[src/rtl/shared_bus_pkg.sv]
// Shared definitions for the gated internal data bus: error FSM states and
// helpers for the float pattern and the source-index width.
package shared_bus_pkg;

    localparam int MAX_W = 64;

    typedef enum logic {S_OK, S_ERR} err_state_e;

    // Alternating 1010... word, LSB aligned so bit 0 is 0 (16'hAAAA at 16 bits).
    function automatic logic [MAX_W-1:0] float_pattern(input int width);
        logic [MAX_W-1:0] p;
        p = '0;
        for (int i = 0; i < MAX_W; i++) begin
            if (i < width) begin
                p[i] = (i % 2) == 1;
            end
        end
        return p;
    endfunction

    function automatic int idx_w(input int n);
        return (n < 2) ? 1 : $clog2(n);
    endfunction

endpackage

[src/rtl/bus_onehot_dec.sv]
// Classifies a gate vector as none / single / multi and reports the index of
// the asserted bit; the index is only meaningful when single is high.
module bus_onehot_dec
    import shared_bus_pkg::*;
#(
    parameter int N_SRC = 5,
    parameter int IW    = idx_w(N_SRC)
) (
    input  logic [N_SRC-1:0] gate,
    output logic             none,
    output logic             single,
    output logic             multi,
    output logic [IW-1:0]    idx
);

    // Clearing the lowest set bit leaves something only if two or more were set.
    always_comb begin
        none   = (gate == '0);
        multi  = |(gate & (gate - N_SRC'(1)));
        single = !none && !multi;
        idx    = '0;
        for (int i = 0; i < N_SRC; i++) begin
            if (gate[i]) begin
                idx = IW'(i);
            end
        end
    end

endmodule

[src/rtl/shared_bus_gate.sv]
// N-source gated driver for the shared internal data bus, with idle hold or
// float, and a sticky contention detector that records the gate set and counts.
module shared_bus_gate
    import shared_bus_pkg::*;
#(
    parameter int               WIDTH     = 16,
    parameter int               N_SRC     = 5,
    parameter int               HOLD_EN   = 1,
    parameter logic [WIDTH-1:0] FLOAT_VAL = WIDTH'(float_pattern(WIDTH)),
    parameter int               CNT_W     = 8
) (
    input  logic                     Clk,
    input  logic                     Reset,
    input  logic [N_SRC*WIDTH-1:0]   src_data,
    input  logic [N_SRC-1:0]         gate,
    input  logic                     clr_err,
    output logic [WIDTH-1:0]         bus,
    output logic                     bus_valid,
    output logic [idx_w(N_SRC)-1:0]  last_src,
    output logic                     err_flag,
    output logic [N_SRC-1:0]         err_mask,
    output logic [CNT_W-1:0]         err_cnt
);

    localparam int IW = idx_w(N_SRC);

    logic          gate_none;
    logic          gate_single;
    logic          gate_multi;
    logic [IW-1:0] gate_idx;

    logic [WIDTH-1:0] hold_q;
    logic [WIDTH-1:0] sel_word;

    err_state_e       state_q, state_d;
    logic [N_SRC-1:0] mask_d;
    logic [CNT_W-1:0] cnt_d;

    bus_onehot_dec #(.N_SRC(N_SRC), .IW(IW)) u_dec (
        .gate   (gate),
        .none   (gate_none),
        .single (gate_single),
        .multi  (gate_multi),
        .idx    (gate_idx)
    );

    assign sel_word = src_data[gate_idx*WIDTH +: WIDTH];

    // Contention always floats; an idle bus either holds or floats by build.
    always_comb begin
        bus       = FLOAT_VAL;
        bus_valid = 1'b0;
        if (gate_single) begin
            bus       = sel_word;
            bus_valid = 1'b1;
        end else if (gate_none && (HOLD_EN != 0)) begin
            bus = hold_q;
        end
    end

    always_ff @(posedge Clk) begin
        if (Reset) begin
            hold_q   <= '0;
            last_src <= '0;
        end else if (gate_single) begin
            hold_q   <= sel_word;
            last_src <= gate_idx;
        end
    end

    // Contention beats a simultaneous clear and restarts the capture.
    always_comb begin
        state_d = state_q;
        mask_d  = err_mask;
        cnt_d   = err_cnt;
        if (gate_multi) begin
            if (state_q == S_OK || clr_err) begin
                state_d = S_ERR;
                mask_d  = gate;
                cnt_d   = CNT_W'(1);
            end else if (err_cnt != '1) begin
                cnt_d = err_cnt + CNT_W'(1);
            end
        end else if (clr_err) begin
            state_d = S_OK;
            mask_d  = '0;
            cnt_d   = '0;
        end
    end

    always_ff @(posedge Clk) begin
        if (Reset) begin
            state_q  <= S_OK;
            err_mask <= '0;
            err_cnt  <= '0;
        end else begin
            state_q  <= state_d;
            err_mask <= mask_d;
            err_cnt  <= cnt_d;
        end
    end

    assign err_flag = (state_q == S_ERR);

endmodule

[config.mk]
export PLATFORM = sky130hd
export DESIGN_NAME = shared_bus_gate
export DESIGN_NICKNAME = d
export VERILOG_FILES = /design/src/rtl/shared_bus_pkg.sv /design/src/rtl/bus_onehot_dec.sv /design/src/rtl/shared_bus_gate.sv
export SDC_FILE = /design/constraint.sdc
export NUM_CORES = 1
export LEC_CHECK = 0
export BUFFER_PORTS_ARGS = -buffer_cell sky130_fd_sc_hd__buf_4
export CORE_MARGIN = 2
export CORE_UTILIZATION = 48
export DETAILED_ROUTE_END_ITERATION = 10
export PLACE_DENSITY = 0.95
export SLEW_MARGIN = 20
export SYNTH_ARGS = -nofsm -noshare
export SYNTH_HDL_FRONTEND = slang
export SYNTH_SLANG_ARGS = --single-unit
[constraint.sdc]
create_clock -name Clk -period 3.5 [get_ports Clk]
set_clock_uncertainty 0.15 [all_clocks]
set_input_delay 0.175 -clock Clk [delete_from_list [all_inputs] [get_ports Clk]]
set_output_delay 0.175 -clock Clk [all_outputs]
set_load 0.005 [all_outputs]
### After elaboration in Yosys (flattened, before gate mapping)

Cells that the tools add are included.

* bits in latches: 0
* word-level logic and storage cells: 39
* memory bits (read-only): 0
* input bits: 88
* bits in writable memories: 0
* output and inout bits: 34
* register bits: 33
* memories: 0

* muxes and demuxes: 17
* shift operators: 1
* div/mod/pow operators: 0
* $add $sub $neg: 2
* reduce and logical (&&, ||, !) cells: 9
* multipliers: 0
* equality and inequality tests: 3
* order comparisons: 0
* bitwise operators: 2

Operators by type and width (count)
* indexed part select 80 x 8 -> 16 bit: 1
* two-way mux 16 bit: 2
* two-way mux 8 bit: 4
* two-way mux 5 bit: 3
* adder 8 x 1 -> 8 bit (second input constant): 1
* inequality test 8 bit (second input constant): 1
* AND 5 bit: 1
* zero test 5 bit: 1
* two-way mux 1 bit: 5
* OR reduction 5 bit: 1
* subtractor 5 x 1 -> 5 bit (second input constant): 1
* two-way mux 2 bit: 2
* AND reduction 2 bit: 2
* two-way mux 3 bit: 1
* inequality test 3 x 1 -> 1 bit (second input constant): 1
* zero test 1 bit: 2
* inequality test 2 x 1 -> 1 bit (second input constant): 1
* nonzero test 2 bit: 1
* logical AND 1 bit: 1
* logical OR 1 bit: 1
* NOT 1 bit: 1

### Logic depth before layout (Yosys ltp)

* word-level depth: 6
* gate-level depth with buffers: 8
* mapped depth without buffers: 6

### Hierarchy

Synthesis repeated with hierarchy kept, for this count alone.

* cell total of the unflattened synthesis: 215
* area total of the unflattened synthesis: 2064.5 um^2

Modules (own cells, without submodules)
* shared_bus_gate: area each 1956.9 um^2, cells an instance 197, seq. area each 660.6 um^2, times used 1
* bus_onehot_dec: area each 107.6 um^2, cells an instance 18, seq. area each 0.0 um^2, times used 1

### Worst setup path before layout

OpenSTA, ideal clock, no wires.

* path kind: flip-flop to flip-flop
* start: register err_cnt[0]
* end: register err_cnt[0]
* setup slack: 1.597 ns
* stages on the path, launching flop included: 7
* data arrival time: 1.650 ns
* library setup time: 0.103 ns
* required time: 3.247 ns
* path buffers: 0
* clock period less this slack: 1.903 ns
* path through: dfxtp_1 > ha_1 > and4_1 > and4_1 > nor2_1 > and3_1 > a2111oi_2

* cells in the longest elaborated chain, start to end: 4
* elaborated cells between the ends (all ways): 7
* classes of those cells: add/sub (1); eq/ne (2); mux (3); reduce/logical (1)

Ends and longest elaborated chain
* from (decl): line shared_bus_gate.sv:22 `output logic [CNT_W-1:0] err_cnt`
* from (signal assigned): line shared_bus_gate.sv:99 `err_cnt <= cnt_d;`
* adder 8 x 1 -> 8 bit: line shared_bus_gate.sv:82 `cnt_d = err_cnt + CNT_W'(1);`
* two-way mux 8 bit: line shared_bus_gate.sv:81 `end else if (err_cnt != '1) begin`
* two-way mux 8 bit: line shared_bus_gate.sv:77 `if (state_q == S_OK || clr_err) begin`
* two-way mux 8 bit: line shared_bus_gate.sv:76 `if (gate_multi) begin`

Parallel ways exist; a longest one is shown, timed or not. The select of a mux whose other input is x is not followed.
A chain may end at the register's enable or synchronous reset.

### Worst setup path after layout

* start: input gate[1]
* end: output bus[1]

* cells in the longest elaborated chain, start to end: 6
* elaborated cells between the ends (all ways): 14
* classes of those cells: add/sub (1); shift (1); mux (6); bitwise (1); reduce/logical (5)

Ends and longest elaborated chain
* from (decl): line shared_bus_gate.sv:15 `input logic [N_SRC-1:0] gate,`
* two-way mux 1 bit / subtractor 5 x 1 -> 5 bit (equally long branches): line bus_onehot_dec.sv:23, bus_onehot_dec.sv:19
* two-way mux 2 bit / AND 5 bit (equally long branches): line bus_onehot_dec.sv:23, bus_onehot_dec.sv:19
* two-way mux 2 bit / OR reduction 5 bit (equally long branches): line bus_onehot_dec.sv:23, bus_onehot_dec.sv:19
* two-way mux 3 bit / zero test 1 bit (equally long branches): line bus_onehot_dec.sv:23, bus_onehot_dec.sv:20
* indexed part select 80 x 8 -> 16 bit / logical AND 1 bit (equally long branches): line shared_bus_gate.sv:47, bus_onehot_dec.sv:20
* two-way mux 16 bit *: line shared_bus_gate.sv:53 `if (gate_single) begin`
* to (decl): line shared_bus_gate.sv:17 `output logic [WIDTH-1:0] bus,`

Mark *: on every way between the ends. The rest lies on a longest branch, timed or not.

==> impl_summary.md <==
Run status
The flow ran to the end, and the final reports show no timing, DRC or antenna violations.

CTS
The clock insertion delay at the later pin of the skew report is 0.29 ns. In this run the deepest clock path goes through 2 buffers. Buffers inserted during clock tree synthesis total 5. The clock transition time at the flip-flop clock pins of the worst setup and hold paths is 0.06 ns.

The clock net in this run drives a total of 33 sinks. The TritonCTS clock tree is yes. The H-tree level count is 2.

The post-CTS repair timing setup buffer count is 0. The cell at the root of the clock tree is clkbuf_8.

Synth
The leading register cell type out of synthesis is dfxtp_1. The number of enable-type register cells in the synthesized netlist is 0. The synthesized netlist occupies a cell area of 0.002225 mm2. The synthesized design contains 33 register bits.

Counting every instance in the synthesized netlist gives 279. In the synthesized netlist the async set-or-reset flop fraction comes to 0. The synthesized area per cell is 7.974 um2. The area share of the largest cell type after synthesis is 0.2970. The number of nets in the synthesized netlist is approximately 370. During synthesis, Yosys emitted a total of 0 warnings. After synthesis, the cell types taking the most area are dfxtp_1, nand2_1, mux2i_1. The synthesized design spends more area on one cell type than any other, namely dfxtp_1. The count of different cell masters after synthesis is 46. For this run, the register share of the synthesized area comes to 0.2970.

Floorplan
The number of ports placed on the die boundary is 122. The row count is 24. For this configuration, the core starts out at a cell density of 0.5040.

The floorplan step defined a die boundary enclosing 0.005196 mm2. The area of the core region is 0.004414 mm2. The floorplan step set the die width to 72.08 um. Measured along the y axis, the die boundary spans 72.08 um.

Route
The DRC violations left is 0. In the final routed layout, each cell accounts on average for 16.16 um. The routed design has 7.109 mm of wire. The first-iteration detailed-routing DRC count is 316. The detailed router placed 2591 vias in this run. The remaining antenna violation count after routing is 0. For this run, the detailed router's first-pass iteration total came to 4. The detail-routed via count per cell is ~5.9.

Placed design
The pre-CTS worst setup slack is 0.9129 ns. In this run the tool buffered the top-level ports with roughly 120 buffer cells. At the end of routability-driven placement, the weighted congestion stood at 0.8627. Detailed placement finished with a half-perimeter wire length of 5.333 mm.

Critical path
The largest fanout on the critical path is 29. Setup slack on the worst reg-to-reg path comes out at 1.40 ns. The capturing element type of the critical path is an output port.

The kind of start point of the critical path is an input pin. The endpoint required time on the critical path is 3.17 ns. The worst reg2reg path startpoint is err_cnt[0]. The worst setup path is of the input pin to output port kind. The destination of the worst register-to-register timing path is err_cnt[0]. Data on the critical path arrives at its endpoint at 2.29 ns. The count of cells along the worst register-to-register path is 6.

STA
Based on the critical path, the design can be clocked at up to 382.7 MHz. The worst setup slack after layout is a little under 0.9 ns. The post-route clock period utilization is 0.7467. Setup repair after global routing left no endpoint under its margin.

The worst slack on hold paths is 0.08615 ns. For the pin with the worst max-slew slack, the measured transition is 0.9874 ns. The final count of hold timing violations came to 0. After routing, the total negative slack on setup checks comes to 0 ns. The worst slew slack as a fraction of its limit is 0.3367. Setup violations remaining at the end of the flow were counted as 0.

Counting I/O delays and the setup requirement, the final critical path takes 2.613 ns. The total count of max-transition violations in the final report is 0.

Pwr
The largest vdd supply drop is 0.2640 mV. For this design the ratio of total power to cell area is approximately 330 mW/mm2. The leakage power total is ~1.4 nW.

Global routing
The first global-routing pass estimated 11.63 mm of wire. The via count of the first global-routing pass is about 2600. The initial antenna violation count is 0. The global-route total usage across every layer is 0.2829. The leftover overflow at the end of global routing is 0.

Entering global routing, the biggest net connects 38 pins.

Finish
The number of nets in the layout is between 400 and 500. The layout has 340 filler cells. The share of the core filled with cells in the final layout is 0.7248. The number of diodes added for antenna fixing is 0.

The area overhead of the layout relative to synthesis is 43.81%. Of the cells placed in the final design, the portion with a size suffix greater than 1 is 0.3995.

Worst hold path
Along the worst hold path, the cell count comes to 3. The endpoint of the worst hold path is err_mask[2]. The tightest min-delay check is of the input pin to flip-flop type. The worst hold path begins at gate[2].

Flow run
The reported max-cap violation count is 0.
placed cells by master (no fill, tap or decap), types with 2 or more instances in the layout:
cell	n
buf_4	121
nand2_1	43
dfxtp_1	33
nor2_1	27
o22ai_1	25
a21oi_1	20
mux2i_1	16
a211o_1	9
mux2_2	8
a221oi_1	8
nand3_1	6
clkbuf_8	6
nor3_1	5
inv_1	5
nand2b_1	4
or3b_1	4
o21ai_1	3
a2111oi_2	3
and4_1	3
a21oi_2	3
and3_1	3
or2_2	2
nor4_1	2
o21ai_0	2
a211oi_2	2
xnor2_1	2
a21bo_2	2
nand3b_1	2
routing by layer:
layer | wire length (um) | share of wire | track usage
met1 | 2799 | 0.39 | 0.3287
met2 | 3591 | 0.51 | 0.4822
met3 | 463 | 0.065 | 0.06944
met4 | 255 | 0.036 | 0.1426
met5 | 0 | 0 | 0
synthesized netlist by cell type (2+ instances only):
cell and n:
nand2_1 43, dfxtp_1 33, nor2_1 27, o22ai_1 25
a21oi_1 20, mux2i_1 16, a211o_1 9, a221oi_1 8
clkbuf_1 8, mux2_2 8, buf_2 7, nand3_1 6
buf_6 5, inv_1 5, nor3_1 5, nand2b_1 4
or3b_1 4, a2111oi_2 3, a21oi_2 3, and3_1 3
and4_1 3, o21ai_1 3, a211oi_2 2, a21bo_2 2
nand3b_1 2, nor4_1 2, o21ai_0 2, or2_2 2
xnor2_1 2
sequential cells by signal (all words and copies together), names as in the netlist:
signal and count:
hold_q 16, err_cnt 8, err_flag 1, last_src 3, err_mask 5
per-stage QoR:
step	cell area, um2	power [mW]	std cells
finish	3199	1.067	440
detailed placement	3073	0.6951	431
global placement	3073	0.6867	431
floorplan	2225	0.5627	279
CTS	3199	1.069	440
global route	3199	1.117	440
repair_timing:
action                    CTS  global route
resized for setup           0             0
hold endpoints to repair    1             0
hold buffers                1             0
cell families (layout without fill, tap and decap cells):
kind of cell	count (synthesis)	after routing	synth area share
xor+xnor	4	4	0.01913
mux	24	24	0.1125
buf+inv	28	137	0.06861
simple gates	106	106	0.2272
compound gates	83	83	0.2700
fa+ha+maj	1	1	0.005623
flops	33	33	0.2970
how the worst max path moves through the flow:
stage / endpoint / slack, ns / start
global placement: bus[1] / 1.02 / gate[1]
finish: bus[1] / 0.89 / gate[1]
detailed placement: bus[1] / 0.91 / gate[1]
global route: bus[10] / 0.68 / gate[4]
floorplan: err_cnt[0] / 1.60 / err_cnt[0]
CTS: bus[14] / 0.91 / gate[4]
worst max-delay path, cell delays in order:
cell	delay, ns
buf_4	0.36
xor2_2	0.13
o21ai_1	0.14
o211a_1	0.53
clkinv_2	0.35
mux2i_1	0.31
nand2_1	0.12
buf_4	0.16
power breakdown:
part | switching, mW | total, mW | internal, mW
clock | 0.145 | 0.377 | 0.232
sequential | 0.0127 | 0.408 | 0.395
combinational | 0.132 | 0.282 | 0.150
total | 0.289 | 1.07 | 0.778
final cells by class:
class | count | area (um2) | area share
Clock inverter | 1 | 30.03 | 0.009386
Sequential cell | 33 | 660.6 | 0.2065
Timing Repair Buffer | 122 | 918.4 | 0.2871
Inverter | 7 | 27.53 | 0.008604
Clock buffer | 7 | 86.33 | 0.02698
Tap cell | 52 | 65.06 | 0.02034
Multi-Input combinational cell | 218 | 1411 | 0.4411
(Power assumes the default switching activity.)
